`config.mk`:
```
export PLATFORM = sky130hd
export DESIGN_NAME = ex_csr_file_flat
export DESIGN_NICKNAME = d
export VERILOG_FILES = /design/src/rtl/ex_csr_file_pkg.sv /design/src/rtl/ex_csr_file_if.sv /design/src/rtl/csr_counter64.sv /design/src/rtl/ex_csr_file.sv /design/src/flat_wrapper.sv
export SDC_FILE = /design/constraint.sdc
export NUM_CORES = 1
export LEC_CHECK = 0
export CORE_AREA = 10 10 263 265
export CTS_CLUSTER_SIZE = 25
export DETAILED_ROUTE_END_ITERATION = 7
export DIE_AREA = 0 0 273 275
export GPL_TIMING_DRIVEN = 0
export SETUP_SLACK_MARGIN = 0.05
export SLEW_MARGIN = 25
export SYNTH_ARGS = -nofsm -noshare
export SYNTH_HDL_FRONTEND = slang
export SYNTH_SLANG_ARGS = --single-unit
```
`constraint.sdc`:
```
create_clock -name clk -period 3 [get_ports clk]
set_clock_uncertainty 0.1 [all_clocks]
set_input_delay 0.9 -clock clk [delete_from_list [all_inputs] [get_ports clk]]
set_output_delay 0.9 -clock clk [all_outputs]
set_load 0.05 [all_outputs]
```
`src/rtl/ex_csr_file_pkg.sv`:
```
// csr_pkg: shared definitions for the EX-stage CSR unit.
//   - CSR address constants for the machine-mode CSRs handled by ex_csr_file
//   - mstatus / mie field bit positions
//   - inst_flags bit indices for the six CSR instruction forms
//   - misa constants for RV32I / RV64I
//   - decode helpers turning the one-hot flags into an operation kind
package csr_pkg;

  localparam logic [11:0] CSR_MSTATUS  = 12'h300;
  localparam logic [11:0] CSR_MISA     = 12'h301;
  localparam logic [11:0] CSR_MIE      = 12'h304;
  localparam logic [11:0] CSR_MTVEC    = 12'h305;
  localparam logic [11:0] CSR_MSCRATCH = 12'h340;
  localparam logic [11:0] CSR_MEPC     = 12'h341;
  localparam logic [11:0] CSR_MCAUSE   = 12'h342;
  localparam logic [11:0] CSR_MTVAL    = 12'h343;
  localparam logic [11:0] CSR_MCYCLE   = 12'hB00;
  localparam logic [11:0] CSR_MINSTRET = 12'hB02;
  localparam logic [11:0] CSR_MCYCLEH  = 12'hB80;
  localparam logic [11:0] CSR_MINSTRETH = 12'hB82;
  localparam logic [11:0] CSR_CYCLE    = 12'hC00;
  localparam logic [11:0] CSR_INSTRET  = 12'hC02;
  localparam logic [11:0] CSR_CYCLEH   = 12'hC80;
  localparam logic [11:0] CSR_INSTRETH = 12'hC82;
  localparam logic [11:0] CSR_MHARTID  = 12'hF14;

  // mstatus fields
  localparam int MSTATUS_MIE    = 3;
  localparam int MSTATUS_MPIE   = 7;
  localparam int MSTATUS_MPP_LO = 11;
  localparam int MSTATUS_MPP_HI = 12;

  // mie: MSIE, MTIE, MEIE are the only implemented enables
  localparam int MIE_MSIE = 3;
  localparam int MIE_MTIE = 7;
  localparam int MIE_MEIE = 11;

  // inst_flags one-hot positions
  localparam int F_CSRRC  = 37;
  localparam int F_CSRRCI = 38;
  localparam int F_CSRRS  = 39;
  localparam int F_CSRRSI = 40;
  localparam int F_CSRRW  = 41;
  localparam int F_CSRRWI = 42;

  // MXL in the top two bits, extension 'I' at bit 8
  localparam logic [31:0] MISA_RV32I = 32'h4000_0100;
  localparam logic [63:0] MISA_RV64I = 64'h8000_0000_0000_0100;

  typedef enum logic [1:0] {
    OP_NONE,
    OP_RW,
    OP_SET,
    OP_CLR
  } csr_op_e;

  function automatic csr_op_e decode_op(input logic [47:0] flags);
    if (flags[F_CSRRW] || flags[F_CSRRWI]) return OP_RW;
    if (flags[F_CSRRS] || flags[F_CSRRSI]) return OP_SET;
    if (flags[F_CSRRC] || flags[F_CSRRCI]) return OP_CLR;
    return OP_NONE;
  endfunction

  function automatic logic is_imm_form(input logic [47:0] flags);
    return flags[F_CSRRWI] || flags[F_CSRRSI] || flags[F_CSRRCI];
  endfunction

endpackage

```
`src/rtl/ex_csr_file_if.sv`:
```
// ex_csr_file_if: request/result handshake between the decode side and the
// CSR unit.
//   request : in_valid/in_ready, inst_flags, rd, imm_1519 (rs1 or zimm),
//             rs1_data, imm_2031 (CSR address)
//   result  : out_valid/out_ready, rd_out, rd_data (old CSR value), out_en,
//             illegal
// master drives requests and accepts results; slave is the CSR unit.
interface ex_csr_file_if #(
  parameter int XLEN = 32
);
  logic            in_valid;
  logic            in_ready;
  logic [47:0]     inst_flags;
  logic [4:0]      rd;
  logic [4:0]      imm_1519;
  logic [XLEN-1:0] rs1_data;
  logic [11:0]     imm_2031;

  logic            out_valid;
  logic            out_ready;
  logic [4:0]      rd_out;
  logic [XLEN-1:0] rd_data;
  logic            out_en;
  logic            illegal;

  modport master (
    output in_valid, inst_flags, rd, imm_1519, rs1_data, imm_2031, out_ready,
    input  in_ready, out_valid, rd_out, rd_data, out_en, illegal
  );

  modport slave (
    input  in_valid, inst_flags, rd, imm_1519, rs1_data, imm_2031, out_ready,
    output in_ready, out_valid, rd_out, rd_data, out_en, illegal
  );
endinterface

```
`src/rtl/csr_counter64.sv`:
```
// csr_counter64: 64-bit performance counter with per-half CSR write access.
//   clk, rst   : clock, asynchronous active-low reset
//   inc        : count up by one this cycle
//   wr_lo/wr_hi: load the low/high 32 bits from wdata
//   wdata      : write data, halves aligned to their counter positions
//   count      : current value
// Any write suppresses the increment for that cycle; an unwritten half holds.
module csr_counter64 (
  input  logic        clk,
  input  logic        rst,
  input  logic        inc,
  input  logic        wr_lo,
  input  logic        wr_hi,
  input  logic [63:0] wdata,
  output logic [63:0] count
);

  // NOTE: sequential state uses non-blocking assignments so every register
  // samples the pre-edge values of the others, independent of block order.
  always_ff @(posedge clk or negedge rst) begin
    if (!rst) begin
      count <= '0;
    end else if (wr_lo || wr_hi) begin
      if (wr_lo) count[31:0]  <= wdata[31:0];
      if (wr_hi) count[63:32] <= wdata[63:32];
    end else if (inc) begin
      count <= count + 64'd1;
    end
  end

endmodule

```
`src/rtl/ex_csr_file.sv`:
```
// ex_csr_file: EX-stage CSR execution unit and machine-mode CSR file.
//   clk, rst        : clock, asynchronous active-low reset
//   bus (slave)     : CSR instruction request and registered result stage
//   instret_pulse   : one instruction retired this cycle (minstret++)
//   trap_*          : take a trap, loading mepc/mcause/mtval and stacking MIE
//   mret_valid      : return from trap, unstacking MIE
//   mtvec_out, mepc_out, mie_global : registered CSR state for the pipeline
// CSR state changes at the accept edge, so a following instruction sees the
// new value with no bubble. Traps and mret block new requests in their cycle.
module ex_csr_file
  import csr_pkg::*;
#(
  parameter int          XLEN        = 32,
  parameter logic [31:0] RESET_MTVEC = 32'h0000_0000,
  parameter int          HART_ID     = 0
) (
  input  logic            clk,
  input  logic            rst,
  ex_csr_file_if.slave    bus,
  input  logic            instret_pulse,
  input  logic            trap_valid,
  input  logic [XLEN-1:0] trap_cause,
  input  logic [XLEN-1:0] trap_pc,
  input  logic [XLEN-1:0] trap_val,
  input  logic            mret_valid,
  output logic [XLEN-1:0] mtvec_out,
  output logic [XLEN-1:0] mepc_out,
  output logic            mie_global
);

  typedef logic [XLEN-1:0] xlen_t;

  localparam logic [63:0] MISA_WIDE = (XLEN == 64) ? MISA_RV64I : {32'h0, MISA_RV32I};
  localparam xlen_t       MISA_VAL  = MISA_WIDE[XLEN-1:0];
  localparam xlen_t       MIE_MASK  = xlen_t'((1 << MIE_MSIE) | (1 << MIE_MTIE) | (1 << MIE_MEIE));
  localparam xlen_t       ALIGN4    = ~xlen_t'(3);

  // CSR state
  logic  mstatus_mie_q, mstatus_mpie_q;
  xlen_t mie_q, mtvec_q, mscratch_q, mepc_q, mcause_q, mtval_q;
  logic [63:0] cycle_q, instret_q;

  // result stage
  logic  out_valid_q, out_en_q, illegal_q;
  logic [4:0] rd_out_q;
  xlen_t rd_data_q;

  // request decode
  csr_op_e     op;
  logic [11:0] addr;
  xlen_t       src, old_val, new_val, mstatus_rd;
  logic        accept, exec, wr_try, impl, read_only, illegal_c, do_write;
  logic [63:0] cnt_wdata;

  assign op     = decode_op(bus.inst_flags);
  assign addr   = bus.imm_2031;
  assign src    = is_imm_form(bus.inst_flags) ? xlen_t'(bus.imm_1519) : bus.rs1_data;
  // Set/clear with rs1 = x0 (or zimm = 0) is a pure read.
  assign wr_try = (op == OP_RW) || ((op != OP_NONE) && (bus.imm_1519 != 5'd0));

  assign bus.in_ready = !trap_valid && !mret_valid && (!out_valid_q || bus.out_ready);
  assign accept       = bus.in_valid && bus.in_ready;
  assign exec         = accept && (op != OP_NONE);

  always_comb begin
    mstatus_rd                                 = '0;
    mstatus_rd[MSTATUS_MIE]                    = mstatus_mie_q;
    mstatus_rd[MSTATUS_MPIE]                   = mstatus_mpie_q;
    mstatus_rd[MSTATUS_MPP_HI:MSTATUS_MPP_LO]  = 2'b11;
  end

  // NOTE: every signal assigned in this block gets a default first, so no
  // path through the case leaves it unassigned and no latch is inferred.
  always_comb begin
    old_val = '0;
    impl    = 1'b1;
    case (addr)
      CSR_MSTATUS:               old_val = mstatus_rd;
      CSR_MISA:                  old_val = MISA_VAL;
      CSR_MIE:                   old_val = mie_q;
      CSR_MTVEC:                 old_val = mtvec_q;
      CSR_MSCRATCH:              old_val = mscratch_q;
      CSR_MEPC:                  old_val = mepc_q;
      CSR_MCAUSE:                old_val = mcause_q;
      CSR_MTVAL:                 old_val = mtval_q;
      CSR_MCYCLE, CSR_CYCLE:     old_val = cycle_q[XLEN-1:0];
      CSR_MINSTRET, CSR_INSTRET: old_val = instret_q[XLEN-1:0];
      CSR_MCYCLEH, CSR_CYCLEH: begin
        if (XLEN == 32) old_val = xlen_t'(cycle_q[63:32]);
        else            impl    = 1'b0;
      end
      CSR_MINSTRETH, CSR_INSTRETH: begin
        if (XLEN == 32) old_val = xlen_t'(instret_q[63:32]);
        else            impl    = 1'b0;
      end
      CSR_MHARTID:               old_val = xlen_t'(HART_ID);
      default:                   impl    = 1'b0;
    endcase
  end

  always_comb begin
    case (op)
      OP_RW:   new_val = src;
      OP_SET:  new_val = old_val | src;
      OP_CLR:  new_val = old_val & ~src;
      default: new_val = old_val;
    endcase
  end

  assign read_only = (addr[11:10] == 2'b11) || (addr == CSR_MISA);
  assign illegal_c = !impl || (wr_try && read_only);
  assign do_write  = exec && wr_try && !illegal_c;

  // At XLEN=64 a low-address counter write covers the whole counter; at
  // XLEN=32 each half is written from the same 32-bit value.
  always_comb begin
    if (XLEN == 64) cnt_wdata = 64'(new_val);
    else            cnt_wdata = {2{new_val[31:0]}};
  end

  csr_counter64 u_mcycle (
    .clk   (clk),
    .rst   (rst),
    .inc   (1'b1),
    .wr_lo (do_write && (addr == CSR_MCYCLE)),
    .wr_hi (do_write && ((addr == CSR_MCYCLEH) || ((XLEN == 64) && (addr == CSR_MCYCLE)))),
    .wdata (cnt_wdata),
    .count (cycle_q)
  );

  csr_counter64 u_minstret (
    .clk   (clk),
    .rst   (rst),
    .inc   (instret_pulse),
    .wr_lo (do_write && (addr == CSR_MINSTRET)),
    .wr_hi (do_write && ((addr == CSR_MINSTRETH) || ((XLEN == 64) && (addr == CSR_MINSTRET)))),
    .wdata (cnt_wdata),
    .count (instret_q)
  );

  // Trap beats mret; neither can coincide with a CSR write because in_ready
  // is low while either is asserted.
  always_ff @(posedge clk or negedge rst) begin
    if (!rst) begin
      mstatus_mie_q  <= 1'b0;
      mstatus_mpie_q <= 1'b0;
      mie_q          <= '0;
      mtvec_q        <= xlen_t'(RESET_MTVEC);
      mscratch_q     <= '0;
      mepc_q         <= '0;
      mcause_q       <= '0;
      mtval_q        <= '0;
    end else if (trap_valid) begin
      mepc_q         <= trap_pc & ALIGN4;
      mcause_q       <= trap_cause;
      mtval_q        <= trap_val;
      mstatus_mpie_q <= mstatus_mie_q;
      mstatus_mie_q  <= 1'b0;
    end else if (mret_valid) begin
      mstatus_mie_q  <= mstatus_mpie_q;
      mstatus_mpie_q <= 1'b1;
    end else if (do_write) begin
      case (addr)
        CSR_MSTATUS: begin
          mstatus_mie_q  <= new_val[MSTATUS_MIE];
          mstatus_mpie_q <= new_val[MSTATUS_MPIE];
        end
        CSR_MIE:      mie_q      <= new_val & MIE_MASK;
        CSR_MTVEC:    mtvec_q    <= new_val & ALIGN4;
        CSR_MSCRATCH: mscratch_q <= new_val;
        CSR_MEPC:     mepc_q     <= new_val & ALIGN4;
        CSR_MCAUSE:   mcause_q   <= new_val;
        CSR_MTVAL:    mtval_q    <= new_val;
        default: ;
      endcase
    end
  end

  // Single-entry result register. An accepted request without a CSR flag
  // still consumes the handshake slot, so it clears any consumed result.
  always_ff @(posedge clk or negedge rst) begin
    if (!rst) begin
      out_valid_q <= 1'b0;
      rd_out_q    <= '0;
      rd_data_q   <= '0;
      out_en_q    <= 1'b0;
      illegal_q   <= 1'b0;
    end else if (exec) begin
      out_valid_q <= 1'b1;
      rd_out_q    <= bus.rd;
      rd_data_q   <= old_val;
      out_en_q    <= (bus.rd != 5'd0) && !illegal_c;
      illegal_q   <= illegal_c;
    end else if (bus.out_ready) begin
      out_valid_q <= 1'b0;
    end
  end

  assign bus.out_valid = out_valid_q;
  assign bus.rd_out    = rd_out_q;
  assign bus.rd_data   = rd_data_q;
  assign bus.out_en    = out_en_q;
  assign bus.illegal   = illegal_q;

  assign mtvec_out  = mtvec_q;
  assign mepc_out   = mepc_q;
  assign mie_global = mstatus_mie_q;

endmodule

```
`src/flat_wrapper.sv`:
```
// flat-port wrapper written by rule: the top's interface ports become plain ports
module ex_csr_file_flat import csr_pkg::*;
#(
  parameter int          XLEN        = 32,
  parameter logic [31:0] RESET_MTVEC = 32'h0000_0000,
  parameter int          HART_ID     = 0
)
  (clk, rst, instret_pulse, trap_valid, trap_cause, trap_pc, trap_val, mret_valid, mtvec_out, mepc_out, mie_global, bus_in_valid, bus_inst_flags, bus_rd, bus_imm_1519, bus_rs1_data, bus_imm_2031, bus_out_ready, bus_in_ready, bus_out_valid, bus_rd_out, bus_rd_data, bus_out_en, bus_illegal);
  ex_csr_file_if #(.XLEN(XLEN)) bus_i ();
  input  logic clk;
  input  logic rst;
  input  logic instret_pulse;
  input  logic trap_valid;
  input  logic [XLEN-1:0] trap_cause;
  input  logic [XLEN-1:0] trap_pc;
  input  logic [XLEN-1:0] trap_val;
  input  logic mret_valid;
  output logic [XLEN-1:0] mtvec_out;
  output logic [XLEN-1:0] mepc_out;
  output logic mie_global;
  input wire logic [$bits(bus_i.in_valid)-1:0] bus_in_valid;
  input wire logic [$bits(bus_i.inst_flags)-1:0] bus_inst_flags;
  input wire logic [$bits(bus_i.rd)-1:0] bus_rd;
  input wire logic [$bits(bus_i.imm_1519)-1:0] bus_imm_1519;
  input wire logic [$bits(bus_i.rs1_data)-1:0] bus_rs1_data;
  input wire logic [$bits(bus_i.imm_2031)-1:0] bus_imm_2031;
  input wire logic [$bits(bus_i.out_ready)-1:0] bus_out_ready;
  output wire logic [$bits(bus_i.in_ready)-1:0] bus_in_ready;
  output wire logic [$bits(bus_i.out_valid)-1:0] bus_out_valid;
  output wire logic [$bits(bus_i.rd_out)-1:0] bus_rd_out;
  output wire logic [$bits(bus_i.rd_data)-1:0] bus_rd_data;
  output wire logic [$bits(bus_i.out_en)-1:0] bus_out_en;
  output wire logic [$bits(bus_i.illegal)-1:0] bus_illegal;
  assign bus_i.in_valid = bus_in_valid;
  assign bus_i.inst_flags = bus_inst_flags;
  assign bus_i.rd = bus_rd;
  assign bus_i.imm_1519 = bus_imm_1519;
  assign bus_i.rs1_data = bus_rs1_data;
  assign bus_i.imm_2031 = bus_imm_2031;
  assign bus_i.out_ready = bus_out_ready;
  assign bus_in_ready = bus_i.in_ready;
  assign bus_out_valid = bus_i.out_valid;
  assign bus_rd_out = bus_i.rd_out;
  assign bus_rd_data = bus_i.rd_data;
  assign bus_out_en = bus_i.out_en;
  assign bus_illegal = bus_i.illegal;
  ex_csr_file #(.XLEN(XLEN), .RESET_MTVEC(RESET_MTVEC), .HART_ID(HART_ID)) u_core (.clk(clk), .rst(rst), .bus(bus_i), .instret_pulse(instret_pulse), .trap_valid(trap_valid), .trap_cause(trap_cause), .trap_pc(trap_pc), .trap_val(trap_val), .mret_valid(mret_valid), .mtvec_out(mtvec_out), .mepc_out(mepc_out), .mie_global(mie_global));
endmodule
```
=== After elaboration in Yosys (flattened, before gate mapping) ===
Cells that the tools add are included.

* Memories: 0
* Latch bits: 0
* Memory bits (read-only): 0
* Bits in writable memories: 0
* Bits of input ports: 205
* Register bits: 331
* Output and inout port bits: 106
* Word-level logic and storage cells: 149

* $mul: 0
* Add/sub/neg operators: 2
* Reduce and logical (&&, ||, !) cells: 54
* Shift operators: 0
* Div/mod/pow operators: 0
* Equality and inequality tests: 26
* Bitwise gates (word level): 5
* $lt $le $gt $ge: 0
* Muxes and demuxes: 45

{| class="wikitable"
|+ Operators with widths
! operator !! number
|-
| 32-bit two-way mux || 17
|-
| 32-bit case mux with 12 select lines || 1
|-
| 64-bit two-way mux || 3
|-
| 64-bit by 1-bit adder with 64-bit output (second input constant) || 2
|-
| 12-bit == test (second input constant) || 9
|-
| 12-bit by 10-bit == test with 1-bit output (second input constant) || 8
|-
| 32-bit case mux with 3 select lines || 1
|-
| 32-bit bitwise AND || 1
|-
| 32-bit NOT || 1
|-
| 32-bit OR || 1
|-
| 1-bit two-way mux || 17
|-
| 17-bit OR reduction || 1
|-
| 2-bit nonzero test || 7
|-
| 1-bit logical AND || 13
|-
| 2-bit two-way mux || 6
|-
| 4-bit AND reduction || 3
|-
| 1-bit logical OR || 11
|-
| 2-bit != test (second input constant) || 5
|-
| 5-bit nonzero test || 2
|-
| 3-bit AND reduction || 3
|-
| 2-bit OR reduction || 4
|-
| 2-bit == test (second input constant) || 3
|-
| 2-bit AND reduction || 3
|-
| 3-bit nonzero test || 2
|-
| 3 further kinds || 8
|}

=== Depth between registers and ports, before layout ===
* Depth after elaboration: 19
* Gate-level depth with buffers: 12
* Gate-level depth less buffers: 8

=== Modules after synthesis ===
From an unflattened synthesis, not the netlist that was laid out.

* Cells, all modules: 2195
* Area total of the unflattened synthesis: 19576.3 um^2

{| class="wikitable"
|+ By module, submodules not included
! module !! seq. area each (um^2) !! cells an instance !! instances !! area an instance (um^2)
|-
| ex_csr_file || 5029.8 || 1217 || 1 || 11474.8
|-
| csr_counter64 (u_core.u_mcycle) || 1601.5 || 494 || 1 || 4065.1
|-
| csr_counter64 (u_core.u_minstret) || 1601.5 || 484 || 1 || 4036.4
|}

=== Least setup slack after synthesis ===
Ideal clock, no wire load.

* Path type: input to register
* Start: input port bus_imm_2031[0]
* End: register u_core.u_mcycle.count[6]
* Stages: 12
* Data arrival time: 3.091 ns
* Setup slack: -0.331 ns
* Path buffers: 6
* Setup time: 0.140 ns
* Required time: 2.760 ns
* Cell sequence: buf_2 -> or4_1 -> buf_2 -> buf_2 -> nor3_1 -> o311a_1 -> buf_2 -> buf_4 -> buf_4 -> a21oi_1 -> o21ai_0 -> o221ai_1

* Longest elaborated chain between the ends: 10
* Elaborated cells on any way between the ends: 39
* Classes of those cells: eq/ne (18); mux (5); bitwise (2); reduce/logical (14)

{| class="wikitable"
|+ Ends and longest elaborated chain
! what !! RTL line !! source
|-
| start, declared || flat_wrapper.sv:26 || <nowiki>input wire logic [$bits(bus_i.imm_2031)-1:0] bus_imm_2031;</nowiki>
|-
| branches (longest 10 deep; another with 64-bit two-way mux) || - ||
|-
| end signal, assigned || csr_counter64.sv:24 || <nowiki>if (wr_lo) count[31:0] <= wdata[31:0];</nowiki>
|-
| end signal, assigned || csr_counter64.sv:27 || <nowiki>count <= count + 64'd1;</nowiki>
|-
| end, declared || csr_counter64.sv:15 || <nowiki>output logic [63:0] count</nowiki>
|}

Parallel ways; which one is timed is not known. The select of a mux whose other input is x is not followed.
A chain may end at the register's enable or synchronous reset.

=== Worst setup path in the final report ===
* Start: input port bus_imm_2031[5]
* End: register u_core.u_minstret.count[32]

* Longest elaborated chain between the ends: 11
* Elaborated cells on any way between the ends: 41
* Classes of those cells: eq/ne (18); mux (5); bitwise (2); reduce/logical (16)

{| class="wikitable"
|+ Ends and longest elaborated chain
! what !! RTL line !! source
|-
| 12-bit by 10-bit == test with 1-bit output, or another cell as far along || ex_csr_file.sv:77 || <nowiki>case (addr)</nowiki>
|-
| 17-bit OR reduction (no line) || - ||
|-
| 1-bit two-way mux || - ||
|-
| 1-bit zero test || ex_csr_file.sv:111 || <nowiki>assign illegal_c = !impl || (wr_try && read_only);</nowiki>
|-
| 1-bit logical OR || ex_csr_file.sv:111 ||
|-
| 1-bit zero test || ex_csr_file.sv:112 || <nowiki>assign do_write = exec && wr_try && !illegal_c;</nowiki>
|-
| 1-bit logical AND || ex_csr_file.sv:112 ||
|-
| 1-bit logical AND (on tied branches) || ex_csr_file.sv:135, ex_csr_file.sv:136 ||
|-
| 1-bit logical OR || csr_counter64.sv:23 || <nowiki>end else if (wr_lo || wr_hi) begin</nowiki>
|-
| 2-bit != test (no line) or 2-bit nonzero test (tied branches) || - ||
|-
| 2-bit AND reduction (no line) || - ||
|-
| end signal, assigned || csr_counter64.sv:25 || <nowiki>if (wr_hi) count[63:32] <= wdata[63:32];</nowiki>
|-
| end signal, assigned || csr_counter64.sv:27 ||
|-
| end, declared || csr_counter64.sv:15 ||
|}

Parallel ways exist; a longest one is shown, timed or not. The select of a mux whose other input is x is not followed.

==> results.md <==
* Vias/cell at 6.60
* Die width at 273 µm
* Hold_buf cts at 0
* Total track usage at 0.372
* RR Endpoint: u_core.u_mcycle.count[62]$_DFFE_PN0P_
* Worst reg-to-reg setup slack at 0.09 ns
* Primary FF master, synth: dfrtp_1
* Post-synthesis mux area share at 0.0695
* P_sw at 4.00 mW
* Nets at 3253
* Final worst slack at -0.147 ns
* Largest family of logic cells by synthesized area: compound AO/OA/AOI/OAI gates
* RSZ-0062 raised after global routing: true
* Worst hold slack at 0.0873 ns
* Placed Cells at 3512
* EDFF count, synth at 0
* Status: complete, but fails checks
* Largest net degree at the start of global routing at 86
* Worst-Margin Slew at 1.01 ns
* Leakage Power at 13.8 nW
* Die Span Y at 275 µm
* Async SR Flop Fraction at 1.00
* Failing checks: design-rule violations, negative setup slack
* Final setup vio count at 106
* Adder-Cell Fraction of Synth Area at 0.00120
* Compound-gate portion of the synthesized area at 0.261
* First-pass DRT Iterations at 8
* WL final at 148 mm
* Clk pwr share at 0.422
* Fill count at 5630
* Power Density at 373 nW/µm²
* VDD IR max at 0.503 mV
* CTS tree: built
* Worst-path maximum fanout at 6
* Combinational Power Share at 0.193
* Count leader, synth: dfrtp_1
* GPL Wtd Cong at 1.03
* CP Capture Type: flip-flop
* Post-synthesis simple-gate area fraction at 0.223
* YS warnings at 0
* H-tree lvl count at 2
* Tcrit/Tclk final at 1.05
* Switching Fraction at 0.314
* # DRC at 5
* RR Startpoint: u_core.u_mcycle.count[0]$_DFFE_PN0P_
* Row Count at 93
* Largest buffer count on any clock path at 3
* Share of post-route cells with drive strength above 1 at 0.364
* Area of the die at 75100 µm²
* First-pass GRT wire length at 199 mm
* Detail Route Antenna Nets at 0
* Area delta synth->final at 63.9%
* Slew Limit Fails at 0
* Drt initial violations at 3382
* Sequential cell fraction of total power at 0.385
* Mapped Area at 20800 µm²
* Clk Latency, worst-skew pair at 0.61 ns
* Syn Inst Count at 2383
* CTS Buf Count at 42
* Sequential-to-total area share from yosys stat at 0.395
* Top delay family on crit path: buffers and inverters
* P_int at 8.74 mW
* Worst-path cell chain: buf_8 -> buf_8 -> or4_4 -> buf_12 -> buf_6 -> a211oi_4 -> buf_2 -> nand2_1 -> and3_4 -> o22ai_4 -> buf_12 -> nor3_2 -> a311oi_1
* Synth cell types at 95
* Crit path buffers/inverters at 6
* HPWL Detailed at 106 mm
* Dpl ws at -3.13 ns
* Area leader, netlist: dfrtp_1
* Post-Synth XOR/XNOR Area at 0
* Worst Hold Class: in -> async
* Total chip power at 12.7 mW
* Period minus WS final at 3.15 ns
* Grt total ovfl at 0
* # port buffers at 258
* Vias in the first global route at 24600
* Initial core utilization at 0.326
* Most frequent cells after synthesis: dfrtp_1, nand2_1, o21ai_0, nor2_1, a21oi_1
* Non-Filler Instances at 3937
* Worst setup SP type: input port
* CP peak stage delay at 0.50 ns
* Sinks on Clock Net at 329
* Endpoints failing hold at 0
* Max_cap viols at 0
* Yosys reg bits at 329
* Syn avg cell area at 8.74 µm²
* Root Buffer: clkbuf_16
* Reg2reg path depth at 10
* Yosys top cell area share at 0.395
* Vias at 26000
* Drt wl/cell at 37.6 µm
* Req. time, crit path at 3.38 ns
* Ports at 311
* Fmax at 318 MHz
* CP max stage cell: or4_4
* Initial antenna violation count at 5
* Worst rel slew slack at 0.322
* Crit path DAT at 3.53 ns
* Area of the core at 63900 µm²
* Clk pin slew, worst setup/hold paths at 0.06 ns
* Area contributors post-synth: dfrtp_1, nand2_1, o21ai_0, a21oi_1, mux2i_1
* Critical path type: in -> reg
-- kinds of logic after synthesis --
group / Yosys count
other cells: 1
compound gates: 799
buf+inv: 220
flops: 329
mux: 129
simple gates: 903
fa+ha+maj: 2
-- cells in the final DEF, fill, tap and decap left out, types with 36 or more instances in the layout --
cell / synthesis / layout
mux2i_1: 68 / 54
nor2_1: 157 / 128
nand3_1: 115 / 96
o21ai_0: 206 / 105
buf_6: 4 / 109
mux2_2: 54 / 41
nor3_1: 72 / 45
and3_1: 50 / 42
buf_4: 19 / 230
nand2_1: 275 / 256
a211oi_2: 3 / 36
nand4_1: 48 / 48
a21oi_1: 140 / 112
clkbuf_16: 0 / 58
buf_12: 0 / 102
o21ai_1: 23 / 89
dfrtp_1: 329 / 319
clkdlybuf4s50_1: 0 / 213
clkbuf_1: 86 / 45
-- area by class of cell --
type | instances | area (µm²) | share of cell area
repair buffers | 631 | 6830 | 0.200
clock inverters | 10 | 174 | 0.00510
clock buffers | 65 | 1240 | 0.0363
well taps | 855 | 1070 | 0.0313
multi-input cells | 1839 | 14400 | 0.422
diodes | 5 | 12.5 | 0.000367
inverters | 19 | 75.1 | 0.00220
plain buffers | 184 | 2080 | 0.0610
flip-flops and latches | 329 | 8250 | 0.242
-- metrics by stage --
stage	setup TNS (ns)	area [µm²]	utilization
floorplan	-28.00	21800	-
global placement	-5673.14	25400	0.398
detailed placement	-716.79	25800	0.404
CTS	-0.0116	31800	0.497
global route	-7.22	34100	0.534
finish	-5.71	34100	0.534
-- registers in the layout (all words and copies together) (netlist names), 3 cells and up --
name and flops:
u_core.u_mcycle.count 64, u_core.u_minstret.count 64, u_core.bus.rd_data 32, u_core.mcause_q 32, u_core.mscratch_q 32, u_core.mtval_q 32
u_core.mepc_out 30, u_core.mtvec_out 30, u_core.bus.rd_out 5, u_core.mie_q 3
-- how the worst max path moves through the flow --
| stage | startpoint | to | slack (ns) | cells past startpoint |
|---|---|---|---|---|
| after floorplan | bus_imm_2031[0] | u_core.u_mcycle.count[6]$_DFFE_PN0P_ | -0.18 | 12 |
| after global placement | rst | u_core.mcause_q[28]$_DFFE_PN0P_ | -14.70 | 1 |
| after detailed placement | bus_imm_2031[1] | u_core.u_mcycle.count[23]$_DFFE_PN0P_ | -3.13 | 10 |
| after CTS | bus_imm_2031[0] | u_core.u_mcycle.count[56]$_DFFE_PN0P_ | -0.01 | 12 |
| after global routing | bus_imm_2031[4] | u_core.u_mcycle.count[31]$_DFFE_PN0P_ | -0.15 | 15 |
| final | bus_imm_2031[5] | u_core.u_minstret.count[32]$_DFFE_PN0P_ | -0.15 | 13 |
-- what timing repair did --
item | CTS | global route
endpoints found under the setup margin | 350 | 281
cloned | 11 | 17
pin swaps | 109 | 149
setup buffers | 236 | 113
gates resized for setup | 577 | 332
-- power by group through the flow --
stage	logic [mW]	clock network (mW)	registers, mW
3_5_place_dp	1.94	0	4.94
3_3_place_gp	1.88	0	4.94
6_report	2.46	5.37	4.90
5_1_grt	2.53	5.54	4.90
2_1_floorplan	0.713	0	5.08
4_1_cts	2.25	5.36	4.87
-- per-layer routing --
layer,routed length (µm),up-vias,GRT usage
met5,208,-,0
met4,11400,6,0.229
met3,17400,504,0.111
met2,62400,1975,0.549
met1,56600,13000,0.474
li1,-,10400,-
Note: power is estimated with default switching activity, not from simulation.
